===== src/rtl/glue_bus_cycle_ctrl_pkg.sv =====
// Shared definitions for the 68000 bus-cycle glue: FSM state encodings and bus constants.
package glue_bus_cycle_ctrl_pkg;

  typedef enum logic [2:0] {
    ST_IDLE = 3'd0,
    ST_SEL  = 3'd1,
    ST_WAIT = 3'd2,
    ST_ACK  = 3'd3,
    ST_BERR = 3'd4,
    ST_DONE = 3'd5
  } state_t;

  localparam logic [2:0] FC_CPU_SPACE = 3'b111;
  localparam int         N_REGIONS    = 8;

  // States in which the selected region's chip select and strobes are driven.
  function automatic logic is_cs_state(input state_t s);
    return (s == ST_SEL) || (s == ST_WAIT) || (s == ST_ACK);
  endfunction

endpackage


===== src/rtl/glue_bus_cycle_ctrl_decoder.sv =====
// 74x138-style 3-to-8 decoder with active-low outputs and three enables.
module decoder_3_to_8
  import glue_bus_cycle_ctrl_pkg::*;
(
  input  logic [2:0]           a,
  input  logic                 e1_n,
  input  logic                 e2_n,
  input  logic                 e3,
  output logic [N_REGIONS-1:0] y_n
);

  always_comb begin
    y_n = '1;
    if (!e1_n && !e2_n && e3) begin
      y_n[a] = 1'b0;
    end
  end

endmodule


===== src/rtl/glue_bus_cycle_ctrl.sv =====
// 68000 bus-cycle controller: region decode, per-region wait states, DTACK_n/BERR_n
// generation with timeout. All CPU-facing outputs come straight from flops.
module glue_bus_cycle_ctrl
  import glue_bus_cycle_ctrl_pkg::*;
#(
  parameter int WAIT_W  = 4,
  parameter int TIMEOUT = 64,
  parameter int TMO_W   = 7
) (
  input  logic                          clk,
  input  logic                          rst_n,
  input  logic                          as_n,
  input  logic                          rw,
  input  logic [2:0]                    fc,
  input  logic [2:0]                    addr_hi,
  input  logic [N_REGIONS-1:0]          region_en,
  input  logic [N_REGIONS*WAIT_W-1:0]   wait_cfg,
  output logic [N_REGIONS-1:0]          cs_n,
  output logic                          dtack_n,
  output logic                          berr_n,
  output logic                          rd_n,
  output logic                          wr_n
);

  localparam logic [TMO_W-1:0]  TMO_LAST = TMO_W'(TIMEOUT - 1);
  localparam logic [WAIT_W-1:0] WCNT_ONE = WAIT_W'(1);

  logic                 as_m, as_s;
  state_t               state, state_nxt;
  logic [2:0]           reg_l, reg_nxt;
  logic                 rw_l, rw_nxt;
  logic [WAIT_W-1:0]    wcnt, wcnt_nxt;
  logic [TMO_W-1:0]     tmo, tmo_nxt;
  logic [WAIT_W-1:0]    wait_cur;
  logic                 tmo_hit;
  logic                 cs_act;
  logic [N_REGIONS-1:0] dec_y_n;

  // as_n is asynchronous to clk; idle-high reset value keeps a fresh cycle from starting.
  always_ff @(posedge clk or negedge rst_n) begin
    if (!rst_n) begin
      as_m <= 1'b1;
      as_s <= 1'b1;
    end else begin
      as_m <= as_n;
      as_s <= as_m;
    end
  end

  assign wait_cur = wait_cfg[reg_l*WAIT_W +: WAIT_W];
  assign tmo_hit  = (tmo == TMO_LAST);

  always_comb begin
    state_nxt = state;
    reg_nxt   = reg_l;
    rw_nxt    = rw_l;
    wcnt_nxt  = wcnt;
    tmo_nxt   = tmo;
    case (state)
      ST_IDLE: begin
        if (!as_s) begin
          reg_nxt = addr_hi;
          rw_nxt  = rw;
          tmo_nxt = '0;
          if (fc == FC_CPU_SPACE)      state_nxt = ST_DONE;
          else if (!region_en[addr_hi]) state_nxt = ST_BERR;
          else                          state_nxt = ST_SEL;
        end
      end
      ST_SEL: begin
        tmo_nxt  = tmo + TMO_W'(1);
        wcnt_nxt = wait_cur;
        if (as_s)                 state_nxt = ST_IDLE;
        else if (tmo_hit)         state_nxt = ST_BERR;
        else if (wait_cur == '0)  state_nxt = ST_ACK;
        else                      state_nxt = ST_WAIT;
      end
      ST_WAIT: begin
        tmo_nxt  = tmo + TMO_W'(1);
        wcnt_nxt = wcnt - WCNT_ONE;
        if (as_s)                  state_nxt = ST_IDLE;
        else if (tmo_hit)          state_nxt = ST_BERR;
        else if (wcnt == WCNT_ONE) state_nxt = ST_ACK;
      end
      ST_ACK: begin
        // DTACK_n is already low here, so the timer only runs up to its limit and parks.
        if (!tmo_hit) tmo_nxt = tmo + TMO_W'(1);
        if (as_s) state_nxt = ST_IDLE;
      end
      ST_BERR: begin
        if (as_s) state_nxt = ST_IDLE;
      end
      ST_DONE: begin
        if (!tmo_hit) tmo_nxt = tmo + TMO_W'(1);
        if (as_s)         state_nxt = ST_IDLE;
        else if (tmo_hit) state_nxt = ST_BERR;
      end
      default: state_nxt = ST_IDLE;
    endcase
  end

  always_ff @(posedge clk or negedge rst_n) begin
    if (!rst_n) begin
      state <= ST_IDLE;
      reg_l <= '0;
      rw_l  <= 1'b1;
      wcnt  <= '0;
      tmo   <= '0;
    end else begin
      state <= state_nxt;
      reg_l <= reg_nxt;
      rw_l  <= rw_nxt;
      wcnt  <= wcnt_nxt;
      tmo   <= tmo_nxt;
    end
  end

  // Outputs are decoded from the next state so each flop shows the state it enters.
  assign cs_act = is_cs_state(state_nxt);

  decoder_3_to_8 u_dec (
    .a    (reg_nxt),
    .e1_n (~cs_act),
    .e2_n (1'b0),
    .e3   (cs_act),
    .y_n  (dec_y_n)
  );

  always_ff @(posedge clk or negedge rst_n) begin
    if (!rst_n) begin
      cs_n    <= '1;
      dtack_n <= 1'b1;
      berr_n  <= 1'b1;
      rd_n    <= 1'b1;
      wr_n    <= 1'b1;
    end else begin
      cs_n    <= dec_y_n;
      dtack_n <= (state_nxt != ST_ACK);
      berr_n  <= (state_nxt != ST_BERR);
      rd_n    <= !(cs_act && rw_nxt);
      wr_n    <= !(cs_act && !rw_nxt);
    end
  end

endmodule


===== config.mk =====
export PLATFORM = sky130hd
export DESIGN_NAME = glue_bus_cycle_ctrl
export DESIGN_NICKNAME = d
export VERILOG_FILES = /design/src/rtl/glue_bus_cycle_ctrl_pkg.sv /design/src/rtl/glue_bus_cycle_ctrl_decoder.sv /design/src/rtl/glue_bus_cycle_ctrl.sv
export SDC_FILE = /design/constraint.sdc
export NUM_CORES = 1
export LEC_CHECK = 0
export BUFFER_PORTS_ARGS = -buffer_cell sky130_fd_sc_hd__buf_4
export CAP_MARGIN = 15
export CORE_ASPECT_RATIO = 1.5
export CORE_MARGIN = 2
export CORE_UTILIZATION = 50
export DETAILED_ROUTE_END_ITERATION = 7
export PLACE_DENSITY = 0.79
export REMOVE_ABC_BUFFERS = 1
export SLEW_MARGIN = 20
export SYNTH_ARGS = -nofsm -noshare
export SYNTH_HDL_FRONTEND = slang
export SYNTH_SLANG_ARGS = --single-unit

===== constraint.sdc =====
create_clock -name clk -period 2.5 [get_ports clk]
set_clock_uncertainty 0.2 [all_clocks]
set_input_delay 0.375 -clock clk [delete_from_list [all_inputs] [get_ports clk]]
set_output_delay 0.375 -clock clk [all_outputs]
set_load 0.005 [all_outputs]

---- Yosys cells after proc, flatten, opt, wreduce, memory -nomap -nowiden ----
Cells that the tools add are included.
storage, ports and cells
  register bits after elaboration ......... 32
  input bits .............................. 50
  output and inout bits ................... 12
  logic and storage cells ................. 76
operators by class
  add/subtract/negate cells ............... 2
  order comparisons ....................... 3
  eq/ne operators ......................... 15
  shift-type cells ........................ 1
  mux-type cells .......................... 26
  bitwise gates (word level) .............. 1
  reduce and logical (&&, ||, !) cells .... 16
operator list
  operator                                                            number
  two-way mux 3 bit                                                   13
  variable part select 32 x 6 -> 4 bit                                1
  one-hot mux 7 bit (3 select lines)                                  1
  one-hot mux 3 bit (5 select lines)                                  1
  two-way mux 7 bit                                                   2
  equality test 3 x 2 -> 1 bit (second input constant)                4
  equality test 3 bit (second input constant)                         3
  < comparator 3 x 4 -> 1 bit (second input constant)                 2
  two-way mux 8 bit                                                   1
  NOT 8 bit                                                           1
  one-hot mux 4 bit (2 select lines)                                  1
  adder 7 x 1 -> 7 bit (second input constant)                        1
  equality test 7 x 6 -> 1 bit (second input constant)                1
  equality test 3 x 1 -> 1 bit (second input constant)                2
  OR reduction 2 bit                                                  3
  two-way mux 1 bit                                                   5
  equality test 4 x 1 -> 1 bit (second input constant)                1
  logical NOT 4 bit                                                   1
  != test 2 bit (second input constant)                               2
  subtractor 4 x 1 -> 4 bit (second input constant)                   1
  binary-select mux 1 bit (select 3 bit)                              1
  demux 1 bit (select 3 bit)                                          1
  greater-or-equal comparator 3 x 1 -> 1 bit (second input constant)  1
  logical AND 1 bit                                                   3
  other kinds (8)                                                     11

---- Logic depth before layout (Yosys ltp) ----
Gate-level depths: netlist (run 1).
  word-level depth ........................ 11
  gate-level depth with buffers ........... 7

---- Hierarchy ----
From an unflattened synthesis (run 1), not the netlist that was laid out.
second synthesis, totals
  cells, all modules ...................... 213
  area, all modules ....................... 2059.5 um2
by module, submodules not included
  module               times used  cells an instance  area an instance (um2)
  glue_bus_cycle_ctrl  1           200                1976.9
  decoder_3_to_8       1           13                 82.6

---- Least setup slack after synthesis (run 1) ----
No wires, ideal clock.
  path type ............................... reg2reg
  from .................................... reg tmo[0]
  to ...................................... reg tmo[5]
  setup time .............................. 0.077 ns
  data arrival time ....................... 1.869 ns
  data required time ...................... 2.223 ns
  slack ................................... 0.354 ns
  stages on the path, launching flop included .. 7
  buffers on the path ..................... 0
  period minus slack after synthesis ...... 2.146 ns
  path through ............................ dfrtp_1 > ha_1 > and3_1 > a31o_1 > a221o_1 > or4_1 > a21oi_1
on the way
  cells in the longest elaborated chain, start to end .. 3
  elaborated cells on any way between the ends .. 6
  those cells by class .................... 1 x add/sub; 2 x eq/ne; 2 x mux; 1 x reduce/logical
RTL lines
  item                                                                              RTL line                    RTL
  start: declaration                                                                glue_bus_cycle_ctrl.sv:33   logic [TMO_W-1:0] tmo, tmo_nxt;
  start signal: assignment                                                          glue_bus_cycle_ctrl.sv:114  tmo <= tmo_nxt;
  adder 7 x 1 -> 7 bit / equality test 7 x 6 -> 1 bit (equally long branches)       n/a
  two-way mux 7 bit / != test 2 bit (equally long branches)                         n/a
  one-hot mux 7 bit (3 select lines) / AND reduction 3 bit (equally long branches)  n/a
Several ways; a longest one is shown, not always the timed one. The select of a mux whose other input is x is not followed.
A chain may end at the register's enable or synchronous reset.

---- Worst setup path after layout (run 1) ----
Same ends and word-level chain as after synthesis.

==> summary.txt, run 1 <==
Timing
  – # setup viols final: 0
  – Tcrit/Tclk final: 0.967
  – Worst-margin pin slew: 0.618 ns
  – Slew HR: 0.587
  – Final WS setup: 0.0823 ns
  – Maximum achievable frequency: 0.414 GHz
  – Fin crit period: 2.42 ns
  – Final hold vios: 0
  – Max Slew Vio Count: 0
  – RSZ-0062 raised after global routing: false

Critical path
  – Critical path capture point type: flip-flop
  – Reg2reg start: tmo[0]$_DFFE_PN0P_
  – CP startpoint: tmo[0]$_DFFE_PN0P_
  – Crit-path max FO: 11
  – Crit Path Category: flip-flop to flip-flop
  – Startpoint Class: flip-flop
  – Worst EP arrival: 2.43 ns
  – Critical path required time: 2.51 ns

Power and ir drop
  – VDD IR max: 693 uV
  – Leakage Power: 1.15 nW
  – Power after layout: 2.51 mW
  – Pwr/cell area: 984 nW/um^2

Global routing
  – Largest net degree at the start of global routing: 33
  – Initial antenna violation count: 0
  – Grt ovf: 0
  – GRT Total Usage: 0.230
  – First-pass GRT wire length: 7250 microns
  – Number of global-route vias before repair: 1750

CTS
  – CTS clk-pin slew, worst paths: 0.07 ns
  – Htree depth: 2
  – # resized after CTS: 0
  – Worst-Skew Late Latency: 0.29 ns
  – TritonCTS buffer count: 5
  – CTS Hold Bufs: 2
  – Sink Count: 32
  – CTS max path bufs: 2
  – Post-CTS setup buffers: 0
  – Root Buffer Master: clkbuf_8
  – TritonCTS clock tree: done

Logic synthesis
  – Synthesized cell area: 1910 sq um
  – Sequential-to-total area share from yosys stat: 0.429
  – Synth Area per Inst: 9.64 sq um
  – Most used DFF post-synth: dfrtp_1
  – Largest area contributor in the netlist: dfrtp_1
  – Yosys cell types: 41
  – Number of synthesized register bits: 32
  – Top cell type's share of synthesized area: 0.223
  – Async SR Flop Fraction: 1.00
  – Syn Inst Count: 198
  – Top post-synthesis cells by area: dfrtp_1, dfstp_2, mux4_1, nor2_1, o21ai_0
  – Post-synth EDFFs: 0
  – Synth warn: 0

Layout
  – Ant diodes: 0
  – Multi-input gate area: 985 sq um
  – Area Growth Syn to Fin: 33.7%
  – Layout Cells excl Fill: 310
  – Fillcell total: 291
  – Nets: 319
  – Layout cells sized above 1: 0.375
  – FF/Latch Area: 820 sq um
  – Final instance area: 2550 sq um
  – Final core occ: 0.693

Detailed routing
  – # DRC: 0
  – TritonRoute pass-1 iters: 4
  – DR vias: 1749
  – Vias per cell: 5.64
  – Post-DRT Antenna Nets: 0
  – Wire per inst: 14.2 microns
  – Total Wirelength: 4420 microns
  – Initial DRC count: 22

Die
  – Site Rows: 27
  – Core box area: 3680 sq um
  – Starting Density: 0.519
  – Top Ports: 62
  – Horiz. Die Dim: 54.5 microns
  – Die area: 4340 sq um
  – Die H: 79.7 microns

Place
  – Input/output buffers: 61
  – Inst Count DP: 300
  – RD Place Congestion: 0.938
  – Post-Place Worst Slack: 0.102 ns
  – Placed instance area: 2420 sq um
  – Detailed placer's ending HPWL: 3480 microns

Status
  – Status: completed

Worst hold path
  – Worst Hold Class: input pin to flip-flop
  – Hold Startpoint: rw

Flow run
  – Max Cap Violations: 0
==> path summary, 6_finish.rpt <==
check                                 endpoint  slack, ns  cells after the start
setup / recovery            tmo[5]$_DFFE_PN0P_       0.08                      6
hold / removal                  rw_l$_DFF_PN1_       0.14                      3
setup reg to reg            tmo[5]$_DFFE_PN0P_       0.08                      6
hold reg to reg                 as_s$_DFF_PN1_       0.16                      0
max in group asynchronous    dtack_n$_DFF_PN1_       1.42                      2
min in group asynchronous  wcnt[1]$_DFFE_PN0P_       0.34                      2
==> Yosys cell counts (all sizes together) (2+ instances only) <==
master  instances
ha              3
mux2i           5
dfstp          15
inv            13
nor2b           2
nor4b           2
mux2            6
a21oi          14
nor3            6
clkbuf          5
nand4           4
mux4            7
nand2          16
o21ai          15
or3             4
a22o            2
nor2           21
and3            2
nand3          14
or4             2
nand2b          2
dfrtp          17
o22ai           2
buf             5
==> critical path, stage by stage (launching register included) <==
cell,delay (ns)
dfrtp_1,0.41
ha_1,0.24
and3_1,0.18
a31o_1,0.22
a221o_1,0.42
or4_1,0.50
a21oi_1,0.18
==> cell families after synthesis <==
kind of cell             count (synthesis)  share of synthesized area
buffers and inverters                   23                     0.0550
AND/OR/NAND/NOR                         78                      0.202
adder cells (fa/ha/maj)                  3                     0.0197
multiplexers                            18                      0.154
AO/OA/AOI/OAI                           44                      0.140
flip-flops                              32                      0.429
==> routing by layer <==
metal	GRT usage	wire length, microns	part of all wire	up-vias
met4	0.103	106	0.024	0
met2	0.430	2470	0.56	60
met5	0	0	0	-
met1	0.229	1620	0.37	821
met3	0.0449	224	0.051	10
li1	-	-	-	858
==> power breakdown <==
part	total [mW]	internal (mW)	switching, mW
Sequential	0.897	0.701	0.195
Clock	0.483	0.295	0.188
Combinational	1.13	0.551	0.581
Total	2.51	1.55	0.964
==> cell type report <==
type,instances,share of cell area
multi-input combinational,143,0.386
sequential,32,0.321
timing repair buffer,71,0.211
clock buffer,6,0.0284
tap,43,0.0211
inverter,13,0.0191
clock inverter,2,0.0137
==> per-stage QoR <==
stage	TNS, ns	hold WS [ns]
6_report	0	0.143
5_1_grt	0	0.157
4_1_cts	0	0.141
3_5_place_dp	0	0.128
3_3_place_gp	0	0.129
2_1_floorplan	-0.0423	-0.121
==> layout by cell type (no fill, tap or decap), types with 2 or more instances in the layout <==
| cell type | netlist | layout |
|---|---|---|
| buf_4 | 0 | 69 |
| nor2_1 | 21 | 21 |
| dfrtp_1 | 17 | 17 |
| nand2_1 | 16 | 16 |
| o21ai_0 | 15 | 15 |
| dfstp_2 | 15 | 15 |
| nand3_1 | 14 | 14 |
| a21oi_1 | 14 | 14 |
| inv_1 | 13 | 13 |
| mux2_2 | 6 | 6 |
| nor3_1 | 6 | 6 |
| mux2i_1 | 5 | 5 |
| mux4_1 | 5 | 5 |
| clkbuf_8 | 0 | 5 |
| or3_1 | 4 | 4 |
| nand4_1 | 3 | 3 |
| ha_1 | 3 | 3 |
| and3_1 | 2 | 2 |
| nand2b_1 | 2 | 2 |
| nor4b_1 | 2 | 2 |
| mux4_2 | 2 | 2 |
| or4_1 | 2 | 2 |
| nor2b_1 | 2 | 2 |
| a22o_1 | 2 | 2 |
| o22ai_1 | 2 | 2 |
| dlygate4sd3_1 | 0 | 2 |
==> registers in the layout, indices dropped and copies added, names as in the netlist, 3 cells and up <==
name	flops
wcnt	4
reg_l	3
tmo	7
state	3
cs_n	8
No activity file was read; power rests on OpenSTA's default activity.
==> run 2: changes to the inputs <==
--- a/config.mk
+++ b/config.mk
@@ -11,7 +11,7 @@
 export CORE_MARGIN = 2
 export CORE_UTILIZATION = 50
 export DETAILED_ROUTE_END_ITERATION = 7
-export PLACE_DENSITY = 0.79
+export PLACE_DENSITY = 0.78
 export REMOVE_ABC_BUFFERS = 1
 export SLEW_MARGIN = 20
 export SYNTH_ARGS = -nofsm -noshare
==> run 2 against run 1 <==
Routed wire length down 1.2%; design area is 0.49% lower; die area is the same; core utilization decreased by 0.34 points; sequential power is 0.8% higher; sequential cell count did not move; global-route usage shrank 0.12 points; via count is 0.17% higher; critical path type unchanged; largest cell class unchanged; largest power group unchanged; highest routed layer unchanged.
==> summary.txt, run 2 (synthesis results as in run 1) <==
Detailed routing
  – # DRC: 0
  – Vias per cell: 5.67
  – Post-DRT Antenna Nets: 0
  – DR vias: 1752
  – Initial DRC count: 31
  – Total Wirelength: 4360 microns
  – TritonRoute pass-1 iters: 5
  – Wire per inst: 14.1 microns

CTS
  – # resized after CTS: 0
  – TritonCTS clock tree: done
  – Worst-Skew Late Latency: 0.28 ns
  – CTS clk-pin slew, worst paths: 0.07 ns
  – CTS max path bufs: 2
  – Htree depth: 2
  – Root Buffer Master: clkbuf_8
  – Sink Count: 32
  – TritonCTS buffer count: 5

Die
  – Core box area: 3680 sq um
  – Site Rows: 27
  – Horiz. Die Dim: 54.5 microns
  – Top Ports: 62
  – Die H: 79.7 microns
  – Die area: 4340 sq um
  – Starting Density: 0.519

Power and ir drop
  – Net Sw Power: 959 uW
  – VDD IR max: 553 uV
  – Part of the power in combinational logic: 0.451
  – Power share of the clock group: 0.180
  – Sw Ratio: 0.391
  – Cell Int Power: 1.49 mW
  – Sequential power share: 0.369
  – Leakage Power: 1.14 nW
  – Pwr/cell area: 965 nW/um^2

Global routing
  – Largest net degree at the start of global routing: 33
  – GRT Total Usage: 0.229
  – Grt ovf: 0
  – Number of global-route vias before repair: 1679
  – Initial antenna violation count: 0
  – First-pass GRT wire length: 7210 microns

Critical path
  – Worst EP arrival: 2.38 ns
  – Top delay family on crit path: compound AO/OA/AOI/OAI gates
  – Critical path capture point type: flip-flop
  – Crit-path max FO: 11
  – Critical path required time: 2.51 ns
  – Buf+Inv Stages, Crit Path: 0
  – Crit Path Category: flip-flop to flip-flop
  – Startpoint Class: flip-flop
  – Critical path cell sequence: ha_1, and3_1, a31o_1, a221o_1, or4_1, a21oi_1
  – Slowest stage delay, CP: 0.50 ns
  – CP max-delay cell: or4_1

Layout
  – Fillcell total: 290
  – Commonest non-fill, non-tap cell in the layout: buf_4
  – FF/Latch Area: 820 sq um
  – Ant diodes: 0
  – Largest Register: cs_n
  – Multi-input gate area: 985 sq um
  – Most frequent cells in the layout: buf_4, nor2_1, dfrtp_1
  – Layout cells sized above 1: 0.372
  – Area Growth Syn to Fin: 33.0%
  – Final instance area: 2540 sq um
  – Final core occ: 0.690
  – Max FFs per register: 8
  – Nets: 318
  – Biggest regs: cs_n x8, tmo x7, wcnt x4
  – Layout Cells excl Fill: 309

Timing
  – Worst-margin pin slew: 0.641 ns
  – # setup viols final: 0
  – Slew HR: 0.571
  – Final WS setup: 0.133 ns
  – RSZ-0062 raised after global routing: false
  – Final hold vios: 0
  – Tcrit/Tclk final: 0.947
  – Max Slew Vio Count: 0
  – Fin crit period: 2.37 ns
  – Setup TNS: 0 ns
  – Maximum achievable frequency: 0.422 GHz

Place
  – Input/output buffers: 61
  – Detailed placer's ending HPWL: 3370 microns
  – Post-Place Worst Slack: 0.160 ns
  – RD Place Congestion: 0.854
  – Inst Count DP: 299
  – Placed instance area: 2420 sq um

Flow run
  – Max Cap Violations: 0

Worst hold path
  – Worst Hold Class: input pin to flip-flop

Status
  – Status: completed
## run 2: cell count changes in the layout (fill, tap and decap cells not counted)
cell | before | now
buf_4 | 69 | 68
bufinv_16 | 1 | 0
clkbuf_16 | 0 | 1
## run 2: worst register-to-register path, cell delays in order, from the launching register on
cell and delay, ns:
dfrtp_1 0.41, ha_1 0.23, and3_1 0.17, a31o_1 0.22
a221o_1 0.42, or4_1 0.50, a21oi_1 0.15
## run 2: cell type report
type                       count  share of cell area
clock buffer                   7              0.0384
sequential                    32               0.323
timing repair buffer          70               0.209
clock inverter                 1             0.00197
inverter                      13              0.0192
multi-input combinational    143               0.388
tap                           43              0.0212
## run 2: final timing paths
path / slack, ns / start / cells after the start / end
worst max-delay path: 0.13 / tmo[0]$_DFFE_PN0P_ / 6 / tmo[5]$_DFFE_PN0P_
worst min-delay path: 0.13 / rw / 3 / rw_l$_DFF_PN1_
worst max register to register: 0.13 / tmo[0]$_DFFE_PN0P_ / 6 / tmo[5]$_DFFE_PN0P_
worst min register to register: 0.16 / as_m$_DFF_PN1_ / 0 / as_s$_DFF_PN1_
max in group asynchronous: 1.42 / rst_n / 2 / cs_n[3]$_DFF_PN1_
min in group asynchronous: 0.36 / rst_n / 2 / wcnt[1]$_DFFE_PN0P_
## run 2: power by group through the flow
stage          sequential [mW]  combinational, mW  clock [mW]
2_1_floorplan            0.877              0.708           0
3_3_place_gp             0.904               1.09           0
3_5_place_dp             0.909               1.11           0
4_1_cts                  0.901               1.11       0.448
5_1_grt                  0.932               1.24       0.474
6_report                 0.904               1.11       0.441
## run 2: layer usage
layer	vias up	global-route usage	share of wire
met3	4	0.0562	0.049
met2	54	0.405	0.56
met1	837	0.256	0.38
li1	857	-	-
met4	0	0.0775	0.011
met5	-	0	0
## run 2: timing repair
action | CTS | global route
endpoints found under the hold margin | 18 | 0
hold buffers | 2 | 0
setup buffers | 0 | 0
setup endpoints to repair | 0 | 0
## run 2: per-stage QoR
stage               hold slack, ns  power [mW]
floorplan                   -0.121        1.58
global route                 0.139        2.65
CTS                          0.116        2.46
finish                       0.125        2.45
detailed placement           0.133        2.01
global placement             0.127        1.99
